### config.mk
export PLATFORM = sky130hd
export DESIGN_NAME = datapath
export DESIGN_NICKNAME = d
export VERILOG_FILES = /design/src/rtl/datapath.sv
export SDC_FILE = /design/constraint.sdc
export NUM_CORES = 1
export LEC_CHECK = 0
export CAP_MARGIN = 30
export CELL_PAD_IN_SITES_DETAIL_PLACEMENT = 1
export CELL_PAD_IN_SITES_GLOBAL_PLACEMENT = 1
export CORE_ASPECT_RATIO = 2
export CORE_MARGIN = 10
export CORE_UTILIZATION = 43
export CTS_BUF_LIST = sky130_fd_sc_hd__clkbuf_8
export DETAILED_ROUTE_END_ITERATION = 7
export GPL_ROUTABILITY_DRIVEN = 0
export PLACE_DENSITY = 0.85
export SYNTH_ARGS = -nofsm -noshare
export SYNTH_HDL_FRONTEND = slang
export SYNTH_SLANG_ARGS = --single-unit
### constraint.sdc
create_clock -name fast_clock -period 8.4 [get_ports fast_clock]
set_input_delay 1.68 -clock fast_clock [delete_from_list [all_inputs] [get_ports fast_clock]]
set_output_delay 1.68 -clock fast_clock [all_outputs]
set_load 0.01 [all_outputs]
### src/rtl/datapath.sv
// ---------------------------------------------------------------------------
// datapath -- card-dealing datapath for a baccarat-style game.
//
// A free-running deal counter cycles 1..13 on every rising edge. The value
// it holds before an edge is the "current card"; any load strobe high at that
// edge copies the current card into the matching player/dealer register.
// Hand scores and seven-segment patterns are combinational from the card
// registers, so they follow a register change with no extra latency.
//
// Ports
//   fast_clock          in   clock, all state on rising edge
//   reset               in   asynchronous active-high reset
//   load_pcard1..3      in   capture current card into player card 1..3
//   load_dcard1..3      in   capture current card into dealer card 1..3
//   pcard3_out  [3:0]   out  player card 3 raw code (0..13)
//   pscore_out  [3:0]   out  player score 0..9
//   dscore_out  [3:0]   out  dealer score 0..9
//   HEX0..HEX5  [6:0]   out  active-low segments {g,f,e,d,c,b,a}:
//                            HEX0..2 = pcard1..3, HEX3..5 = dcard1..3
// ---------------------------------------------------------------------------
module datapath (
    input  logic       fast_clock,
    input  logic       reset,
    input  logic       load_pcard1,
    input  logic       load_pcard2,
    input  logic       load_pcard3,
    input  logic       load_dcard1,
    input  logic       load_dcard2,
    input  logic       load_dcard3,
    output logic [3:0] pcard3_out,
    output logic [3:0] pscore_out,
    output logic [3:0] dscore_out,
    output logic [6:0] HEX0,
    output logic [6:0] HEX1,
    output logic [6:0] HEX2,
    output logic [6:0] HEX3,
    output logic [6:0] HEX4,
    output logic [6:0] HEX5
);

    // Scoring value of a card: pips at face value, tens and faces (and the
    // empty slot / unused codes) count zero.
    function automatic logic [4:0] card_val(input logic [3:0] code);
        logic [4:0] v;
        if ((code >= 4'd1) && (code <= 4'd9)) begin
            v = {1'b0, code};
        end else begin
            v = 5'd0;
        end
        return v;
    endfunction

    // Sum of three card values is at most 27, so two conditional
    // subtractions are enough to reduce modulo 10.
    function automatic logic [3:0] mod10(input logic [4:0] s);
        logic [4:0] r;
        if (s >= 5'd20) begin
            r = s - 5'd20;
        end else if (s >= 5'd10) begin
            r = s - 5'd10;
        end else begin
            r = s;
        end
        return r[3:0];
    endfunction

    // Active-low segment pattern {g,f,e,d,c,b,a} for a card code.
    // Ten is shown as "0"; J, q, K-ish glyphs for faces; empty slot blank.
    function automatic logic [6:0] seg7(input logic [3:0] code);
        logic [6:0] p;
        case (code)
            4'd1:    p = 7'b0001000;
            4'd2:    p = 7'b0100100;
            4'd3:    p = 7'b0110000;
            4'd4:    p = 7'b0011001;
            4'd5:    p = 7'b0010010;
            4'd6:    p = 7'b0000010;
            4'd7:    p = 7'b1111000;
            4'd8:    p = 7'b0000000;
            4'd9:    p = 7'b0010000;
            4'd10:   p = 7'b1000000;
            4'd11:   p = 7'b1100001;
            4'd12:   p = 7'b0011000;
            4'd13:   p = 7'b0001001;
            default: p = 7'b1111111;
        endcase
        return p;
    endfunction

    logic [3:0] deal_q,   deal_d;
    logic [3:0] pcard1_q, pcard1_d;
    logic [3:0] pcard2_q, pcard2_d;
    logic [3:0] pcard3_q, pcard3_d;
    logic [3:0] dcard1_q, dcard1_d;
    logic [3:0] dcard2_q, dcard2_d;
    logic [3:0] dcard3_q, dcard3_d;

    // Deal counter next state: 1..13, wrapping 13 back to 1 (never 0).
    always_comb begin
        deal_d = deal_q;
        if (deal_q >= 4'd13) begin
            deal_d = 4'd1;
        end else begin
            deal_d = deal_q + 4'd1;
        end
    end

    // Card register next state: capture the current card when loaded.
    always_comb begin
        pcard1_d = pcard1_q;
        pcard2_d = pcard2_q;
        pcard3_d = pcard3_q;
        dcard1_d = dcard1_q;
        dcard2_d = dcard2_q;
        dcard3_d = dcard3_q;
        if (load_pcard1) pcard1_d = deal_q; else pcard1_d = pcard1_q;
        if (load_pcard2) pcard2_d = deal_q; else pcard2_d = pcard2_q;
        if (load_pcard3) pcard3_d = deal_q; else pcard3_d = pcard3_q;
        if (load_dcard1) dcard1_d = deal_q; else dcard1_d = dcard1_q;
        if (load_dcard2) dcard2_d = deal_q; else dcard2_d = deal_q & 4'd0 | dcard2_q;
        if (load_dcard3) dcard3_d = deal_q; else dcard3_d = dcard3_q;
    end

    // State registers with asynchronous reset.
    always_ff @(posedge fast_clock or posedge reset) begin
        if (reset) begin
            deal_q   <= 4'd1;
            pcard1_q <= 4'd0;
            pcard2_q <= 4'd0;
            pcard3_q <= 4'd0;
            dcard1_q <= 4'd0;
            dcard2_q <= 4'd0;
            dcard3_q <= 4'd0;
        end else begin
            deal_q   <= deal_d;
            pcard1_q <= pcard1_d;
            pcard2_q <= pcard2_d;
            pcard3_q <= pcard3_d;
            dcard1_q <= dcard1_d;
            dcard2_q <= dcard2_d;
            dcard3_q <= dcard3_d;
        end
    end

    // Combinational scores and display decode straight from the registers.
    always_comb begin
        pcard3_out = pcard3_q;
        pscore_out = mod10(card_val(pcard1_q) + card_val(pcard2_q) + card_val(pcard3_q));
        dscore_out = mod10(card_val(dcard1_q) + card_val(dcard2_q) + card_val(dcard3_q));
        HEX0       = seg7(pcard1_q);
        HEX1       = seg7(pcard2_q);
        HEX2       = seg7(pcard3_q);
        HEX3       = seg7(dcard1_q);
        HEX4       = seg7(dcard2_q);
        HEX5       = seg7(dcard3_q);
    end

endmodule

# After elaboration in Yosys (flattened, before gate mapping)
# Memory sizes are Yosys's and may differ from the RTL's.
# Index checks and enable logic that the tools add are counted.
dict set report op_classes {
  addsub 9
  magnitude_cmp 17
  mux 11
  reduce_logical 6
}
# cell count
set op_table {}
lappend op_table {{4-bit 2-to-1 mux} 11}
lappend op_table {{4-bit by 1-bit >= comparator with 1-bit output (second input constant)} 6}
lappend op_table {{4-bit <= comparator (second input constant)} 6}
lappend op_table {{5-bit by 4-bit adder with 5-bit output} 2}
lappend op_table {{5-bit adder} 2}
lappend op_table {{5-bit by 4-bit >= comparator with 1-bit output (second input constant)} 2}
lappend op_table {{5-bit >= comparator (second input constant)} 2}
lappend op_table {{4-bit by 3-bit subtractor with 4-bit output (second input constant)} 2}
lappend op_table {{4-bit subtractor (second input constant)} 2}
lappend op_table {{1-bit logical AND} 6}
lappend op_table {{4-bit by 1-bit adder with 4-bit output (second input constant)} 1}
lappend op_table {{4-bit >= comparator (second input constant)} 1}
dict set report totals {
  register_bits 28
  mem_bits_ro 672
  inputBits 8
  wordCells 56
  memories 6
}
# name depth width read_ports rd_ports_with_merged_regs write_ports line_no
set mem_list {}
lappend mem_list {{(name not given)} 16 7 1 0 0 71} ;# case (code)
lappend mem_list {{(name not given)} 16 7 1 0 0 71}
lappend mem_list {{(name not given)} 16 7 1 0 0 71}
lappend mem_list {{(name not given)} 16 7 1 0 0 71}
lappend mem_list {{(name not given)} 16 7 1 0 0 71}
lappend mem_list {{(name not given)} 16 7 1 0 0 71}

# Depth between registers and ports, before layout
# Gate-level depths: netlist of run 1.
dict set report depth {
  depth_word 8
  ltp_mapped 16
  mapped_depth_nobuf 16
}

# Worst setup path before layout of run 1
# Ideal clock, no wire load.
dict set report synth_path {
  kind {register to output}
  start {register pcard3_q[1] (netlist: pcard3_out[1])}
  end {output port pscore_out[1]}
  arrival_time_ps 3819
  path_slack_ps 2901
  stages_incl_launch_ff 16
  path_buffers 0
  path_cell_list {dfrtp_1 > inv_1 > ha_1 > nor4b_1 > a21oi_1 > and2_1 > fa_1 > ha_1 > fa_1 > xor2_1 > inv_1 > ha_1 > nor3b_1 > or4_1 > a211o_1 > o211ai_2}
}
dict set report synth_via {
  elab_chain_cells 7
  word_cells_on_any_way 11
  classes_between {3 x add/sub; 4 x order compare; 3 x mux; 1 x reduce/logical}
}
# item line_no
set synth_rtl {}
lappend synth_rtl {{start: declaration} 93} ;# logic [3:0] pcard3_q, pcard3_d;
lappend synth_rtl {{start signal: assignment} 138} ;# pcard3_q <= pcard3_d;
lappend synth_rtl {{4-bit by 1-bit >= comparator with 1-bit output / 4-bit <= comparator (equally long branches)} 45} ;# if ((code >= 4'd1) && (code <= 4'd9)) begin
lappend synth_rtl {{1-bit logical AND} 45}
lappend synth_rtl {{4-bit 2-to-1 mux (*)} 45}
lappend synth_rtl {{5-bit by 4-bit adder with 5-bit output (*)} 148} ;# pscore_out = mod10(card_val(pcard1_q) + card_val(pcard2_q) + card_val(pcard3_q));
lappend synth_rtl {{4-bit subtractor / 5-bit by 4-bit >= comparator with 1-bit output (equally long branches)} {60, 59}}
lappend synth_rtl {{4-bit 2-to-1 mux} 59} ;# end else if (s >= 5'd10) begin
lappend synth_rtl {{4-bit 2-to-1 mux (*)} 57} ;# if (s >= 5'd20) begin
lappend synth_rtl {{end: declaration} 31} ;# output logic [3:0] pscore_out,
# Every way passes the cells marked *; elsewhere a longest branch is shown, timed or not.

# Worst setup path in the final report of run 1
dict set report layout_path {
  start {register pcard2_q[1]}
  end {output port pscore_out[1]}
}
dict set report layout_via {
  elab_chain_cells 8
  word_cells_on_any_way 12
  classes_between {4 x add/sub; 4 x order compare; 3 x mux; 1 x reduce/logical}
}
# item line_no
set layout_rtl {}
lappend layout_rtl {{start: declaration} 92} ;# logic [3:0] pcard2_q, pcard2_d;
lappend layout_rtl {{start signal: assignment} 137} ;# pcard2_q <= pcard2_d;
lappend layout_rtl {{4-bit by 1-bit >= comparator with 1-bit output / 4-bit <= comparator (equally long branches)} 45}
lappend layout_rtl {{1-bit logical AND} 45}
lappend layout_rtl {{4-bit 2-to-1 mux (*)} 45}
lappend layout_rtl {{5-bit adder (*)} 148}
lappend layout_rtl {{5-bit by 4-bit adder with 5-bit output (*)} 148}
lappend layout_rtl {{4-bit subtractor / 5-bit by 4-bit >= comparator with 1-bit output (equally long branches)} {60, 59}}
lappend layout_rtl {{4-bit 2-to-1 mux} 59}
lappend layout_rtl {{4-bit 2-to-1 mux (*)} 57}
# Marks and branches as above.

==> results of run 1 <==
==> routing by layer <==
metal	part of all wire, %	up-vias
li1	-	1528
met1	33	1537
met2	60	63
met3	3.4	28
met4	3.7	0
met5	0	-
==> stage by stage <==
| step | cells | power [mW] | utilization (%) | setup WS (ns) | hold WS (ns) |
|---|---|---|---|---|---|
| 3_5_place_dp | 553 | 0.484 | 52.8 | 1.97 | 0.556 |
| 2_1_floorplan | 413 | 0.345 | - | 2.90 | 0.560 |
| 6_report | 557 | 0.551 | 53.4 | 1.65 | 0.575 |
| 3_3_place_gp | 552 | 0.470 | 52.5 | 2.12 | 0.544 |
| 4_1_cts | 557 | 0.559 | 53.4 | 1.65 | 0.579 |
| 5_1_grt | 557 | 0.598 | 53.4 | 1.33 | 0.590 |
==> worst paths after layout <==
path	from	endpoint	slack, ns
worst max-delay path	pcard2_q[1]$_DFFE_PP0P_	pscore_out[1]	1.65
worst min-delay path	deal_q[0]$_DFF_PP1_	deal_q[0]$_DFF_PP1_	0.57
worst max register to register	deal_q[0]$_DFF_PP1_	deal_q[2]$_DFF_PP0_	6.80
worst min register to register	deal_q[0]$_DFF_PP1_	deal_q[0]$_DFF_PP1_	0.57
max in group asynchronous	reset	deal_q[0]$_DFF_PP1_	6.25
min in group asynchronous	reset	pcard3_out[0]$_DFFE_PP0P_	1.65
==> cells by family after synthesis <==
group | Yosys count | synth area share, %
and+or+nand+nor | 136 | 19.5
buffers and inverters | 48 | 5.48
xor gates and xnor gates | 7 | 1.86
DFF | 28 | 21.3
muxes | 26 | 8.56
AOI/OAI and AO/OA | 113 | 20.1
adders and majority gates | 55 | 23.2
==> registers in the layout, summed over array words and instances (netlist names) <==
| name | count |
|---|---|
| dcard2_q | 4 |
| pcard2_q | 4 |
| deal_q | 4 |
| pcard1_q | 4 |
| dcard1_q | 4 |
| dcard3_q | 4 |
| pcard3_out | 4 |
==> critical path, stage by stage, from the launching register on <==
cell and delay (ns):
dfrtp_1 0.48, inv_1 0.17, ha_1 0.20, nor2b_1 0.22, nor2b_1 0.16, o22ai_1 0.09
and2_1 0.20, fa_1 0.45, ha_1 0.24, fa_1 0.38, xor2_1 0.36, inv_1 0.11
ha_1 0.20, nor3b_1 0.16, or4_1 0.42, a211o_1 0.32, o211ai_2 0.06, clkdlybuf4s50_1 0.55
==> cell usage in the layout (no fill, tap or decap), types with 14 or more instances in the layout <==
master           count
clkdlybuf4s50_1     61
nor2_1              52
ha_1                45
o21ai_0             41
a21oi_1             35
nand2_1             34
inv_1               33
dfrtp_1             27
mux2_2              17
and2_1              14
==> power groups by stage <==
stage	registers (mW)	logic [mW]	clock network [mW]
6_report	0.159	0.319	0.0731
5_1_grt	0.161	0.354	0.0824
4_1_cts	0.159	0.325	0.0756
3_5_place_dp	0.161	0.323	0
3_3_place_gp	0.161	0.309	0
2_1_floorplan	0.151	0.193	0
==> area by class of cell <==
cell class	count	area, um2
fill	933	3510
multi-input combinational	337	2410
sequential	28	702
timing repair buffer	62	638
inverter	32	120
tap	94	118
clock buffer	3	41.3
clock inverter	1	3.75
==> flow_summary.json, run 1 <==
{
  "crit_arrival_ns": 5.07,
  "pwr-share-clk_pct": 13.3,
  "synth_cells": 413,
  "tns_ns": 0,
  "ys.flop_type": "dfrtp_1",
  "netlist_area_mm2": 0.00329,
  "grt_first_pass_wirelength_mm": 15.9,
  "fin_crit_sh_pct": 80.4,
  "drt_iter0_markers": 72,
  "cts.sinks": 28,
  "outcome": "finished, final reports clean",
  "max_freq_mhz": 148,
  "root_buffer": "clkbuf_8",
  "cts_buffer_depth": 2,
  "cp.required_ns": 6.72,
  "insertion_delay_ns": 0.27,
  "p_sw_share_pct": 39.9,
  "ys_seq_elements": 28,
  "antenna_found_initial": 0,
  "startpoint_type": "flop",
  "synth_top_cell_area_share_pct": 20.5,
  "cap_violations": 0,
  "yosysMostFrequentCell": "nor2_1",
  "worst_pin_slew_ns": 0.493,
  "rsz0062_at_grt": "false",
  "postRouteAntennaNets": 0,
  "grt_util_met2_pct": 33.5,
  "dp_hpwl_mm": 8.08,
  "yosys.area.top_type": "dfrtp_1",
  "ff2ff_path_depth": 5,
  "pwr-share-comb_pct": 57.9,
  "grt_max_degree": 25,
  "syn_nets": 476,
  "ir_worst_vdd_mv": 0.0907,
  "p_seq_share_pct": 28.8,
  "portBuffers": 61,
  "dpl_cell_area_mm2": 0.00399,
  "yosysSeqAreaShare_pct": 21.3,
  "drc": 0,
  "p_leak_nw": 1.80,
  "syn_avg_cell_area_um2": 7.97,
  "nets": 527,
  "die_x_um": 81.9,
  "grt_usage_pct": 16.6,
  "dr.pass1.iters": 4,
  "finalHoldViolCount": 0,
  "via_per_inst": 5.67,
  "wirelength_mm": 9.44,
  "ys_top_cells_by_count": "nor2_1 (52), ha_1 (45), o21ai_0 (41)",
  "cp-end-kind": "output port",
  "core_mm2": 0.00754,
  "rows": 45,
  "power.switching_mw": 0.220,
  "gr-usage-met3_pct": 2.44,
  "areaGrowthSynthToFinish_pct": 22.5,
  "synth_area_leaders": "dfrtp_1 (21%), ha_1 (17%), o21ai_0 (6.2%), fa_1 (6.1%), nor2_1 (5.9%)",
  "cts-hold-fix-buffers": 0,
  "powerDensity_mw_per_mm2": 137,
  "n_antenna_cell": 0,
  "initial_core_util_pct": 43.6,
  "finClkSkew_ns": 0.00401,
  "worstHoldPathType": "flop to flop",
  "drive_gt1_share_pct": 5.18,
  "use_met1_pct": 14.8,
  "crit_type": "flop to output port",
  "tritoncts": "done",
  "setup_viol": 0,
  "fin_crit_ns": 6.75,
  "cts_max_level": 1,
  "cts_resized": 0,
  "cts_buffers": 3,
  "cts_setup_buffers": 0,
  "cp_max_fo": 8,
  "dieHeight_um": 144,
  "hold-path-cell-count": 1,
  "p_int_mw": 0.331,
  "ys_async_sr_fraction_pct": 100,
  "grt-busiest-layer": "met2",
  "clk_pin_slew_ns": 0.09,
  "grt_pass1_vias": 3448,
  "drv_slew": 0,
  "vias": 3156,
  "yosysWarnings": 0,
  "synth_edf_count": 0,
  "die-area_mm2": 0.0118,
  "wl_per_cell_um": 16.9,
  "ios": 62,
  "finalInstanceArea_mm2": 0.00403,
  "grt_overflow": 0,
  "relSlewSlack_pct": 67.1,
  "synth.distinct_cells": 40
}
Note: power is estimated with default switching activity, not from simulation.
==> run 2, diff against run 1 <==
Settings changed: CORE_UTILIZATION 43 to 36, PLACE_DENSITY 0.85 to 0.76.
Clock period 8.4 ns to 5.41 ns, I/O delays scaled along.
==> run 2 against run 1 <==
Sequential cell count is the same. Non-clock buffer count increased by 35. Critical endpoint is now pscore_out[2]. Routed wire length is 9.9% higher. Critical path depth did not move. Combinational power grew 74%.
==> flow_summary.json, run 2 (synthesis results as in run 1) <==
{
  "n_antenna_cell": 0,
  "pwr-share-clk_pct": 17.4,
  "cp.required_ns": 4.33,
  "rows": 49,
  "cap_violations": 0,
  "die_x_um": 87.6,
  "vias": 3257,
  "grt_overflow": 0,
  "relSlewSlack_pct": 69.8,
  "ir_worst_vdd_mv": 0.128,
  "finClkSkew_ns": 0.00424,
  "outcome": "finished, final reports clean",
  "powerDensity_mw_per_mm2": 215,
  "mostFrequentLayoutCells": "clkdlybuf4s50_1 (55), nor2_1 (52), o21ai_0 (38), ha_1 (37), buf_4 (35)",
  "grt_usage_pct": 15.1,
  "grt_pass1_vias": 3661,
  "hp-start": "deal_q[0]$_DFF_PP1_",
  "p_seq_share_pct": 24.3,
  "tns_ns": 0,
  "startpoint_type": "flop",
  "cts-hold-fix-buffers": 0,
  "setup_viol": 0,
  "insertion_delay_ns": 0.27,
  "regToRegSetupSlack_ns": 3.86,
  "hold-path-cell-count": 1,
  "power.switching_mw": 0.363,
  "cts_buffer_depth": 2,
  "cts_buffers": 3,
  "root_buffer": "clkbuf_8",
  "initial_core_util_pct": 36.8,
  "p_int_mw": 0.588,
  "cp_max_fo": 3,
  "crit_arrival_ns": 4.18,
  "fin_crit_sh_pct": 97.3,
  "nets": 562,
  "ios": 62,
  "worstHoldPathType": "flop to flop",
  "dieHeight_um": 155,
  "grt_first_pass_wirelength_mm": 17.2,
  "holdPathEnd": "deal_q[0]$_DFF_PP1_",
  "dp_hpwl_mm": 8.69,
  "p_leak_nw": 2.00,
  "drc": 0,
  "max_freq_mhz": 190,
  "cp-end-kind": "output port",
  "dr.pass1.iters": 4,
  "wl_per_cell_um": 17.3,
  "wirelength_mm": 10.4,
  "p_sw_share_pct": 38.1,
  "core_mm2": 0.00895,
  "mostFrequentLayoutCell": "clkdlybuf4s50_1",
  "cts.sinks": 28,
  "portBuffers": 61,
  "r2r-end": "deal_q[2]$_DFF_PP0_",
  "worstSetupStartpoint": "pcard2_q[0]$_DFFE_PP0P_",
  "drive_gt1_share_pct": 17.7,
  "worst_pin_slew_ns": 0.453,
  "r2r_start": "deal_q[0]$_DFF_PP1_",
  "finalHoldViolCount": 0,
  "pwr-share-comb_pct": 58.2,
  "drt_iter0_markers": 39,
  "crit_type": "flop to output port",
  "ff2ff_path_depth": 5,
  "via_per_inst": 5.43,
  "dp_slack_ns": -0.0268,
  "layout_setup_ws_ns": 0.148,
  "tritoncts": "done",
  "die-area_mm2": 0.0136,
  "fin_crit_ns": 5.26,
  "areaGrowthSynthToFinish_pct": 34.2,
  "grt_max_degree": 24,
  "clk_pin_slew_ns": 0.10,
  "rsz0062_at_grt": "true",
  "cts_max_level": 1,
  "drv_slew": 0,
  "antenna_found_initial": 0,
  "postRouteAntennaNets": 0
}
[run 2: cell count changes in the layout (fill, tap and decap cells not counted), moves of 6 or more]
cell	previous run	this run
buf_4	0	35
ha_1	45	37
ha_2	0	8
clkdlybuf4s50_1	61	55
inv_1	33	27
[run 2: metrics by stage]
step | util (%) | instances | cell area, um2 | total power [mW] | hold slack, ns
after detailed placement | 47.0 | 589 | 4210 | 0.783 | 0.533
after global routing | 49.3 | 600 | 4420 | 1.03 | 0.600
after CTS | 48.5 | 598 | 4350 | 0.947 | 0.572
after floorplan | - | 413 | 3290 | 0.535 | 0.560
final | 49.3 | 600 | 4420 | 0.951 | 0.570
after global placement | 46.7 | 588 | 4180 | 0.762 | 0.523
[run 2: layout make-up]
class | instances | area (um2)
multi-input cells | 337 | 2490
repair buffers | 97 | 895
clock buffers | 3 | 41.3
well taps | 102 | 128
inverters | 32 | 125
clock inverters | 1 | 30.0
flip-flops and latches | 28 | 704
fillers | 1071 | 4540
[run 2: worst max-delay path by stage]
stage / to / slack, ns / depth (start not counted)
floorplan: pscore_out[1] / 0.51 / 15
CTS: pscore_out[1] / 0.0003 / 17
global placement: pscore_out[1] / 0.11 / 16
detailed placement: dscore_out[3] / -0.03 / 14
global route: pscore_out[2] / -0.12 / 16
finish: pscore_out[2] / 0.15 / 17
[run 2: what timing repair did]
action / CTS / global route
gates resized for setup: 22 / 21
setup buffers: 5 / 2
endpoints found under the setup margin: 6 / 6
[run 2: layer usage]
metal	wire (um)	vias up	GRT usage (%)
li1	-	1596	-
met1	3380	1597	13.4
met2	6450	48	32.0
met3	338	16	2.46
met4	204	0	3.74
met5	0	-	0
[run 2: critical path: stages (launching register included)]
cell and delay [ns]:
dfrtp_1 0.39, inv_1 0.09, ha_2 0.20, nor2b_4 0.15, nor2b_1 0.16, o22ai_1 0.11, and2_1 0.18, fa_1 0.47
ha_2 0.22, fa_2 0.36, xor2_2 0.17, inv_1 0.08, ha_1 0.18, nor3b_1 0.15, or3_2 0.45, o21ai_1 0.15
mux2i_1 0.08, dlygate4sd2_1 0.31
[run 2: power by group through the flow]
stage          Combinational [mW]  Sequential, mW  Clock, mW
2_1_floorplan               0.300           0.235          0
3_3_place_gp                0.528           0.234          0
3_5_place_dp                0.548           0.235          0
4_1_cts                     0.546           0.231      0.170
5_1_grt                     0.616           0.234      0.176
6_report                    0.554           0.231      0.166
==> run 3, diff against run 2 <==
Settings changed: CAP_MARGIN 30 to 5, CTS_CLUSTER_DIAMETER set to 30.
==> run 3 against run 2 <==
Routed wire length is 2.1% higher. Clock power hardly changed. Critical path type unchanged. Cell area is 0.28% higher. Die area stayed put.
==> flow_summary.json, run 3 (synthesis results as in run 1) <==
{
  "ios": 62,
  "crit_type": "flop to output port",
  "highest-signal-layer": "met4",
  "n_antenna_cell": 0,
  "initial_core_util_pct": 36.8,
  "insertion_delay_ns": 0.28,
  "cts-hold-fix-buffers": 0,
  "root_buffer": "clkbuf_8",
  "wirelength_mm": 10.6,
  "portBuffers": 61,
  "finalInstanceArea_mm2": 0.00443,
  "tns_ns": 0,
  "grt_first_pass_wirelength_mm": 17.3,
  "drc": 0,
  "startpoint_type": "flop",
  "grt_max_degree": 29,
  "postRouteAntennaNets": 0,
  "ff2ff_path_depth": 6,
  "cts_buffer_depth": 2,
  "cts_max_level": 1,
  "cp-end-kind": "output port",
  "wl_per_cell_um": 17.6,
  "max_freq_mhz": 192,
  "cp.required_ns": 4.33,
  "grt_usage_pct": 15.3,
  "worst_pin_slew_ns": 1.09,
  "dieHeight_um": 155,
  "drv_slew": 0,
  "dr.pass1.iters": 4,
  "drive_gt1_share_pct": 18.8,
  "grt_pass1_vias": 3654,
  "via_per_inst": 5.42,
  "finClkSkew_ns": 0.0103,
  "setup_viol": 0,
  "outcome": "finished, final reports clean",
  "crit_arrival_ns": 4.14,
  "routed-wl-met3_um": 370,
  "wl_met2_mm": 6.56,
  "mostFrequentLayoutCell": "clkdlybuf4s50_1",
  "rows": 49,
  "cap_violations": 0,
  "hold-path-cell-count": 1,
  "core_mm2": 0.00895,
  "clk_pin_slew_ns": 0.10,
  "worstHoldPathType": "flop to flop",
  "powerDensity_mw_per_mm2": 218,
  "tritoncts": "done",
  "cts_buffers": 3,
  "dpl_cell_area_mm2": 0.00418,
  "die-area_mm2": 0.0136,
  "fin_crit_ns": 5.22,
  "areaGrowthSynthToFinish_pct": 34.6,
  "vias": 3259,
  "dp_hpwl_mm": 8.69,
  "finalHoldViolCount": 0,
  "p_leak_nw": 1.99,
  "grt_overflow": 0,
  "cp_max_fo": 5,
  "fin_crit_sh_pct": 96.4,
  "cts.sinks": 28,
  "drt_iter0_markers": 67,
  "mostFrequentLayoutCells": "clkdlybuf4s50_1 (55), nor2_1 (52), o21ai_0 (38), ha_1 (37), buf_4 (37)",
  "nets": 563,
  "relSlewSlack_pct": 27.5,
  "die_x_um": 87.6,
  "met1_length_mm": 3.41,
  "antenna_found_initial": 0,
  "ir_worst_vdd_mv": 0.136
}
[run 3: where the power goes]
group,switching [mW],internal (mW)
logic,0.291,0.273
clock network,0.0693,0.0991
registers,0.0123,0.219
[run 3: final cells by class]
type / instances / area, um2
Fill cell: 1101 / 4520
Tap cell: 102 / 128
Clock inverter: 1 / 30.0
Timing Repair Buffer: 98 / 877
Clock buffer: 3 / 41.3
Inverter: 32 / 123
Multi-Input combinational cell: 337 / 2530
Sequential cell: 28 / 703
[run 3: final timing paths]
kind	start	end	slack, ns
max	dcard2_q[0]$_DFFE_PP0P_	dscore_out[3]	0.19
min	deal_q[0]$_DFF_PP1_	deal_q[0]$_DFF_PP1_	0.55
max reg2reg	deal_q[1]$_DFF_PP0_	deal_q[3]$_DFF_PP0_	3.88
min reg2reg	deal_q[0]$_DFF_PP1_	deal_q[0]$_DFF_PP1_	0.55
max in group asynchronous	reset	dcard2_q[1]$_DFFE_PP0P_	3.32
min in group asynchronous	reset	pcard3_out[2]$_DFFE_PP0P_	1.37
[run 3: what timing repair did]
| item | CTS | global route |
|---|---|---|
| resized for setup | 22 | 26 |
| endpoints found under the hold margin | 0 | 0 |
| setup buffers | 4 | 5 |
| setup endpoints to repair | 6 | 6 |
[run 3: worst max-delay path, cell delays in order, from the launching register on]
cell and delay, ns:
dfrtp_1 0.42, inv_2 0.12, ha_2 0.23, inv_1 0.05, o41a_1 0.33, and2_1 0.19
fa_1 0.44, ha_1 0.23, fa_2 0.36, xor2_2 0.15, inv_1 0.07, ha_1 0.17
nor3b_2 0.17, or3_1 0.35, a21oi_1 0.16, mux2i_1 0.11, dlygate4sd2_1 0.30
[run 3: stage by stage]
step / power (mW) / cells / util [%] / setup slack (ns) / hold slack [ns]
floorplan: 0.535 / 413 / - / 0.509 / 0.560
global route: 1.04 / 601 / 49.5 / -0.0459 / 0.579
finish: 0.964 / 601 / 49.5 / 0.193 / 0.551
global placement: 0.762 / 588 / 46.7 / 0.109 / 0.523
CTS: 0.941 / 596 / 48.1 / 0.0155 / 0.553
detailed placement: 0.781 / 588 / 46.7 / -0.0361 / 0.530
[run 3: per-layer routing]
metal | vias up | track usage (%)
li1 | 1591 | -
met1 | 1600 | 13.5
met2 | 52 | 31.8
met3 | 16 | 2.46
met4 | 0 | 5.04
met5 | - | 0
==> edit 1: new RTL, settings of run 2 <==
Put a register stage on the output `HEX5`, with the module's reset. The value now appears one clock later. The other outputs are not delayed to match.
--- a/src/rtl/datapath.sv
+++ b/src/rtl/datapath.sv
@@ -38,4 +38,6 @@
     output logic [6:0] HEX5
 );
+
+    logic [6:0] HEX5_d;
 
     // Scoring value of a card: pips at face value, tens and faces (and the
@@ -153,5 +155,13 @@
         HEX3       = seg7(dcard1_q);
         HEX4       = seg7(dcard2_q);
-        HEX5       = seg7(dcard3_q);
+        HEX5_d     = seg7(dcard3_q);
+    end
+
+    always_ff @(posedge fast_clock or posedge reset) begin
+        if (reset) begin
+            HEX5 <= '0;
+        end else begin
+            HEX5 <= HEX5_d;
+        end
     end
 
Behaviour: not the same (Yosys sat finds a counterexample within 4 cycles, from zero or initial values and one cycle with reset high).
==> edit 1 against run 2 <==
- combinational power shrank 3%
- routed wire length grew 0.34%
- first-iteration DRC count rose by 59%
- setup slack lost 0.0075 ns
- design area grew 3.5%
- sequential cell count grew 7
- final cell count increased by 2.8%
- area after synthesis rose by 5.1%
- critical endpoint is now pscore_out[3]
- highest routed layer unchanged
- total power is 9.5% higher
- via count increased by 2.7%
- global-route usage decreased by 0.070 points
- synthesized cell count is 2.2% higher
- largest power group unchanged
==> edit 1: results (changes against run 2) <==
[timing]
fin_skew_ns=0.00461  ; +0.000373 ns
max_slew_margin_pct=70.2  ; +0.37 points

[drt]
wire_per_inst_um=16.9  ; -2.4%
via_per_inst=5.42  ; -0.16%
num_vias=3344  ; +2.7%
drt_iter0_drc=62  ; +59%

[global_route]
gr-usage-met1_pct=13.3  ; -0.080 points
use_met3_pct=2.81  ; +0.36 points
grt_pass1_vias=3559  ; -2.8%
grt_util_all_layers_pct=15.1  ; -0.070 points
met2_usage_pct=30.7  ; -1.3 points
grt_max_degree=36  ; +50%
grt_first_pass_wirelength_mm=17.0  ; -1.6%

[synth]
syn-instance-count=422  ; +2.2%
synth_seq_cells=35  ; +25%
synth-xor-area-share_pct=1.74  ; -0.13 points
synth_compound_area_share_pct=19.0  ; -1.1 points
synth_common_cells=54 x nor2_1, 45 x ha_1, 45 x o21ai_0
synth_top_flop_cell=dfrtp_1
ys_seq_area_share_pct=25.4  ; +4.0 points
syn_nets=485  ; +1.9%
synthAdderAreaFrac_pct=22.1  ; -1.1 points
muxShareOfSynthArea_pct=7.41  ; -1.1 points
synth_cell_types=42  ; +5.0%
synth_area_leaders=dfrtp_1 25%, ha_1 16%, o21ai_0 6.5%

[pwr]
peakVddDrop_mv=0.117  ; -9.3%
power.leakage_nw=2.15  ; +7.8%

[layout]
drive_above_1_share_pct=15.6  ; -2.1 points
regMostFlops=HEX5
final_nets=575  ; +2.3%
nFillCells=1155  ; +7.8%

[cts]
cts_inserted_buffers=5  ; +2
clkTransAtPathRegs_ns=0.07  ; -0.03 ns
clk_latency_ns=0.29  ; +0.02 ns
cts_max_level=2  ; +1

[critical_path]
crit_path_end=pscore_out[3]
cp-startpoint=pcard2_q[0]$_DFFE_PP0P_
cp_data_arrival_time_ns=4.19  ; about the same
path_max_fanout=4  ; +1
r2r-end=deal_q[2]$_DFF_PP0_
r2r-start=deal_q[1]$_DFF_PP0_
r2r_cells=5  ; unchanged

[run_status]
outcome=finished, final reports clean

[place]
place_inst=603  ; +2.4%
hpwl_mm=8.66  ; -0.33%

[worst_hold_path]
hp-class=reg2reg

[edit 1: cell types whose count changed in the layout (fill, tap and decap cells not counted), moves of 3 or more]
cell | run 2 | this run
ha_2 | 8 | 0
nand2_1 | 34 | 37
clkbuf_8 | 3 | 7
buf_4 | 35 | 39
dfrtp_1 | 25 | 33
o21ai_0 | 38 | 42
and2_1 | 13 | 7
and3_1 | 1 | 7
ha_1 | 37 | 45
a21oi_1 | 34 | 31
mux2_2 | 17 | 13
[edit 1: what timing repair did]
item	4_1_cts	5_1_grt
setup buffers	3	3
endpoints found under the setup margin	6	6
resized for setup	12	17
pin swaps	1	0
[edit 1: per-stage QoR]
stage	instance area [um^2]	setup TNS, ns	utilization, %	setup WS, ns
2_1_floorplan	3460	0	-	0.550
3_3_place_gp	4380	0	46.7	0.0543
3_5_place_dp	4380	-0.0796	46.7	-0.0796
4_1_cts	4520	0	48.2	0.00103
5_1_grt	4570	-0.185	48.7	-0.0726
6_report	4570	0	48.7	0.141
[edit 1: cell families after synthesis]
family,count (synthesis)
AO/OA/AOI/OAI,112
XOR/XNOR,6
flip-flops,35
AND/OR/NAND/NOR,143
multiplexers,24
buffers and inverters,47
adder cells (fa/ha/maj),55
[edit 1: worst max-delay path: stages (launching register included)]
cell,delay [ns]
dfrtp_1,0.42
inv_2,0.10
ha_1,0.18
nor2b_2,0.18
nor2b_1,0.17
o21bai_1,0.09
and2_4,0.17
fa_1,0.45
ha_1,0.24
fa_2,0.36
xor2_2,0.16
inv_1,0.08
ha_1,0.18
nor3b_1,0.15
or3_2,0.43
a21oi_1,0.16
mux2i_1,0.08
dlygate4sd2_1,0.30
[edit 1: cell type report]
| type | instances | share of cell area (%) |
|---|---|---|
| Multi-Input combinational cell | 340 | 53.6 |
| Timing Repair Buffer | 100 | 19.6 |
| Sequential cell | 35 | 19.2 |
| Tap cell | 104 | 2.85 |
| Inverter | 30 | 2.46 |
| Clock buffer | 7 | 2.11 |
| Clock inverter | 1 | 0.164 |
[edit 1: metal layers]
metal | share of wire, % | up-vias
li1 | - | 1629
met1 | 34 | 1640
met2 | 59 | 56
met3 | 3.1 | 19
met4 | 2.9 | 0
met5 | 0 | -
[edit 1: worst min-delay path by stage]
stage,slack (ns),to
global placement,0.55,deal_q[0]$_DFF_PP1_
floorplan,0.55,dcard1_q[2]$_DFFE_PP0P_
global route,0.58,deal_q[0]$_DFF_PP1_
detailed placement,0.55,deal_q[0]$_DFF_PP1_
CTS,0.57,deal_q[0]$_DFF_PP1_
finish,0.55,deal_q[0]$_DFF_PP1_
[edit 1: report_power, final]
part	internal (W)	switching, W	leakage [nW]
registers	0.000277	0.0000138	0.417
logic	0.000265	0.000275	1.68
clock network	0.000116	0.0000942	0.0505
total	0.000658	0.000383	2.15
==> edit 2: new RTL, config.mk and constraints of run 2 <==
Made on the original files. Register the inputs `load_pcard1`, `load_pcard2`, `load_pcard3`, `load_dcard1`, `load_dcard2` and `load_dcard3` before use, without a reset. The logic sees them one clock later.
--- a/src/rtl/datapath.sv
+++ b/src/rtl/datapath.sv
@@ -38,4 +38,20 @@
     output logic [6:0] HEX5
 );
+
+    logic load_pcard1_q;
+    logic load_pcard2_q;
+    logic load_pcard3_q;
+    logic load_dcard1_q;
+    logic load_dcard2_q;
+    logic load_dcard3_q;
+
+    always_ff @(posedge fast_clock) begin
+        load_pcard1_q <= load_pcard1;
+        load_pcard2_q <= load_pcard2;
+        load_pcard3_q <= load_pcard3;
+        load_dcard1_q <= load_dcard1;
+        load_dcard2_q <= load_dcard2;
+        load_dcard3_q <= load_dcard3;
+    end
 
     // Scoring value of a card: pips at face value, tens and faces (and the
@@ -114,10 +130,10 @@
         dcard2_d = dcard2_q;
         dcard3_d = dcard3_q;
-        if (load_pcard1) pcard1_d = deal_q; else pcard1_d = pcard1_q;
-        if (load_pcard2) pcard2_d = deal_q; else pcard2_d = pcard2_q;
-        if (load_pcard3) pcard3_d = deal_q; else pcard3_d = pcard3_q;
-        if (load_dcard1) dcard1_d = deal_q; else dcard1_d = dcard1_q;
-        if (load_dcard2) dcard2_d = deal_q; else dcard2_d = deal_q & 4'd0 | dcard2_q;
-        if (load_dcard3) dcard3_d = deal_q; else dcard3_d = dcard3_q;
+        if (load_pcard1_q) pcard1_d = deal_q; else pcard1_d = pcard1_q;
+        if (load_pcard2_q) pcard2_d = deal_q; else pcard2_d = pcard2_q;
+        if (load_pcard3_q) pcard3_d = deal_q; else pcard3_d = pcard3_q;
+        if (load_dcard1_q) dcard1_d = deal_q; else dcard1_d = dcard1_q;
+        if (load_dcard2_q) dcard2_d = deal_q; else dcard2_d = deal_q & 4'd0 | dcard2_q;
+        if (load_dcard3_q) dcard3_d = deal_q; else dcard3_d = dcard3_q;
     end
 
Behaviour: not the same (Yosys sat finds a counterexample within 4 cycles, from zero or initial values and one cycle with reset high).
==> edit 2 against run 2 <==
- routed wire length increased by 4.3%
- final cell count increased by 3.5%
- clock skew increased by 0.0076 ns
- fmax increased by 0.65%
- sequential cell count increased by 6
- total power increased by 12%
- area after synthesis increased by 4.1%
- setup slack improved by 0.034 ns
- via count increased by 3.9%
- first-iteration DRC count increased by 67%
- design area increased by 5.0%
- combinational power about the same
- critical path type unchanged
- largest power group unchanged
- highest routed layer unchanged
==> edit 2: results (changes against run 2) <==
[run_status]
outcome=finished, final reports clean

[place]
hpwl_mm=8.70  ; +0.20%
place_inst=604  ; +2.5%
dp_slack_ns=-0.0637  ; -0.0370 ns

[synth]
synthAdderAreaFrac_pct=22.3  ; -0.92 points
ys_seq_area_share_pct=24.0  ; +2.7 points
synth_common_cells=54 x nor2_1, 45 x ha_1, 42 x o21ai_0
synth_compound_area_share_pct=19.8  ; -0.29 points
ys.warnings.count=0  ; unchanged
syn-instance-count=423  ; +2.4%
syn_nets=486  ; +2.1%
synth_area_leaders=dfrtp_1 20%, ha_1 16%, o21ai_0 6.1%
muxShareOfSynthArea_pct=7.56  ; -1.0 points
synth-xor-area-share_pct=2.01  ; +0.14 points
ys_async_sr_fraction_pct=82.4  ; -18 points

[global_route]
antenna_found_initial=0  ; unchanged
grt_util_all_layers_pct=16.1  ; +0.91 points
use_met3_pct=2.83  ; +0.37 points
grt_first_pass_wirelength_mm=17.9  ; +4.0%
grt_pass1_vias=3747  ; +2.3%
gr-usage-met1_pct=14.4  ; +0.98 points
met2_usage_pct=33.0  ; +1.0 points

[timing]
max_slew_margin_pct=72.0  ; +2.2 points
fin_skew_ns=0.0118  ; +0.00759 ns
fin_ws_ns=0.182  ; +0.0341 ns

[critical_path]
cp-startpoint=dcard3_q[0]$_DFFE_PP0P_
cp_data_arrival_time_ns=4.15  ; -0.03 ns
path_max_fanout=5  ; +2
r2r-start=deal_q[0]$_DFF_PP1_
rrSetupSlack_ns=3.81  ; -0.05 ns
crit_path_end=dscore_out[2]

[drt]
wl_met1_mm=3.78  ; +12%
wl_met3_um=352  ; +4.1%
num_vias=3384  ; +3.9%
met2_length_mm=6.47  ; +0.36%
wire_per_inst_um=17.4  ; +0.74%
drt_wl_total_mm=10.8  ; +4.3%
top_layer=met4
firstDrtPassIters=4  ; unchanged
drt_iter0_drc=65  ; +67%

[layout]
drive_above_1_share_pct=19.1  ; +1.5 points
num_antenna_cells=0  ; unchanged
final_nets=579  ; +3.0%

[pwr]
pg_seq_w=0.000282  ; +22%
power.leakage_nw=2.08  ; +4.1%
peakVddDrop_mv=0.154  ; +20%
p_sw_w=0.000398  ; +9.6%

[cts]
clkTransAtPathRegs_ns=0.07  ; -0.03 ns
clock_path_buffers=2  ; unchanged
clk_latency_ns=0.30  ; +0.03 ns
cts_inserted_buffers=5  ; +2
cts_max_level=2  ; +1

[worst_hold_path]
worstHoldStart=load_pcard3_q$_DFF_P_
min_to=pcard3_out[1]$_DFFE_PP0P_
hold_depth=2  ; +1
hp-class=reg2reg

## edit 2: changes by cell type after synthesis, moves of 2 or more
cell	before	now
dfxtp_1	0	6
clkbuf_1	12	15
nor2_1	52	54
mux2_2	17	15
buf_1	4	2
a21oi_1	35	38
o31ai_1	5	7
## edit 2: cell families (layout without fill, tap and decap cells)
group	after synthesis	count (layout)
AO/OA/AOI/OAI	116	116
XOR/XNOR	7	7
adder cells (fa/ha/maj)	55	55
buffers and inverters	49	143
flip-flops	34	34
multiplexers	24	24
AND/OR/NAND/NOR	138	138
## edit 2: layout make-up
cell class | count | area (um^2)
Clock inverter | 3 | 37.5
Timing Repair Buffer | 103 | 935
Inverter | 32 | 120
Tap cell | 104 | 130
Fill cell | 1131 | 4680
Sequential cell | 34 | 825
Clock buffer | 5 | 68.8
Multi-Input combinational cell | 340 | 2520
## edit 2: repair_timing
action | in CTS | in global routing
setup buffers | 6 | 3
hold buffers | 0 | 0
hold endpoints to repair | 0 | 0
pin swaps | 1 | 1
resized for setup | 25 | 22
setup endpoints to repair | 6 | 6
## edit 2: critical path, stage by stage (launching register included)
cell and delay, ns:
dfrtp_1 0.42, inv_2 0.12, ha_1 0.18, inv_1 0.05, o41a_1 0.32, and2_4 0.18
fa_1 0.46, ha_1 0.25, fa_2 0.36, xor2_2 0.17, inv_2 0.08, ha_1 0.18
nor3b_2 0.17, or3_1 0.35, o21ai_1 0.15, o22ai_1 0.10, dlygate4sd2_1 0.29
## edit 2: per-stage QoR
step	hold WS (ns)	cell area, um^2	total power (W)
floorplan	0.494	3430	0.000589
global route	0.593	4640	0.00115
finish	0.552	4640	0.00107
detailed placement	0.544	4370	0.000827
global placement	0.524	4340	0.000806
CTS	0.563	4580	0.00106
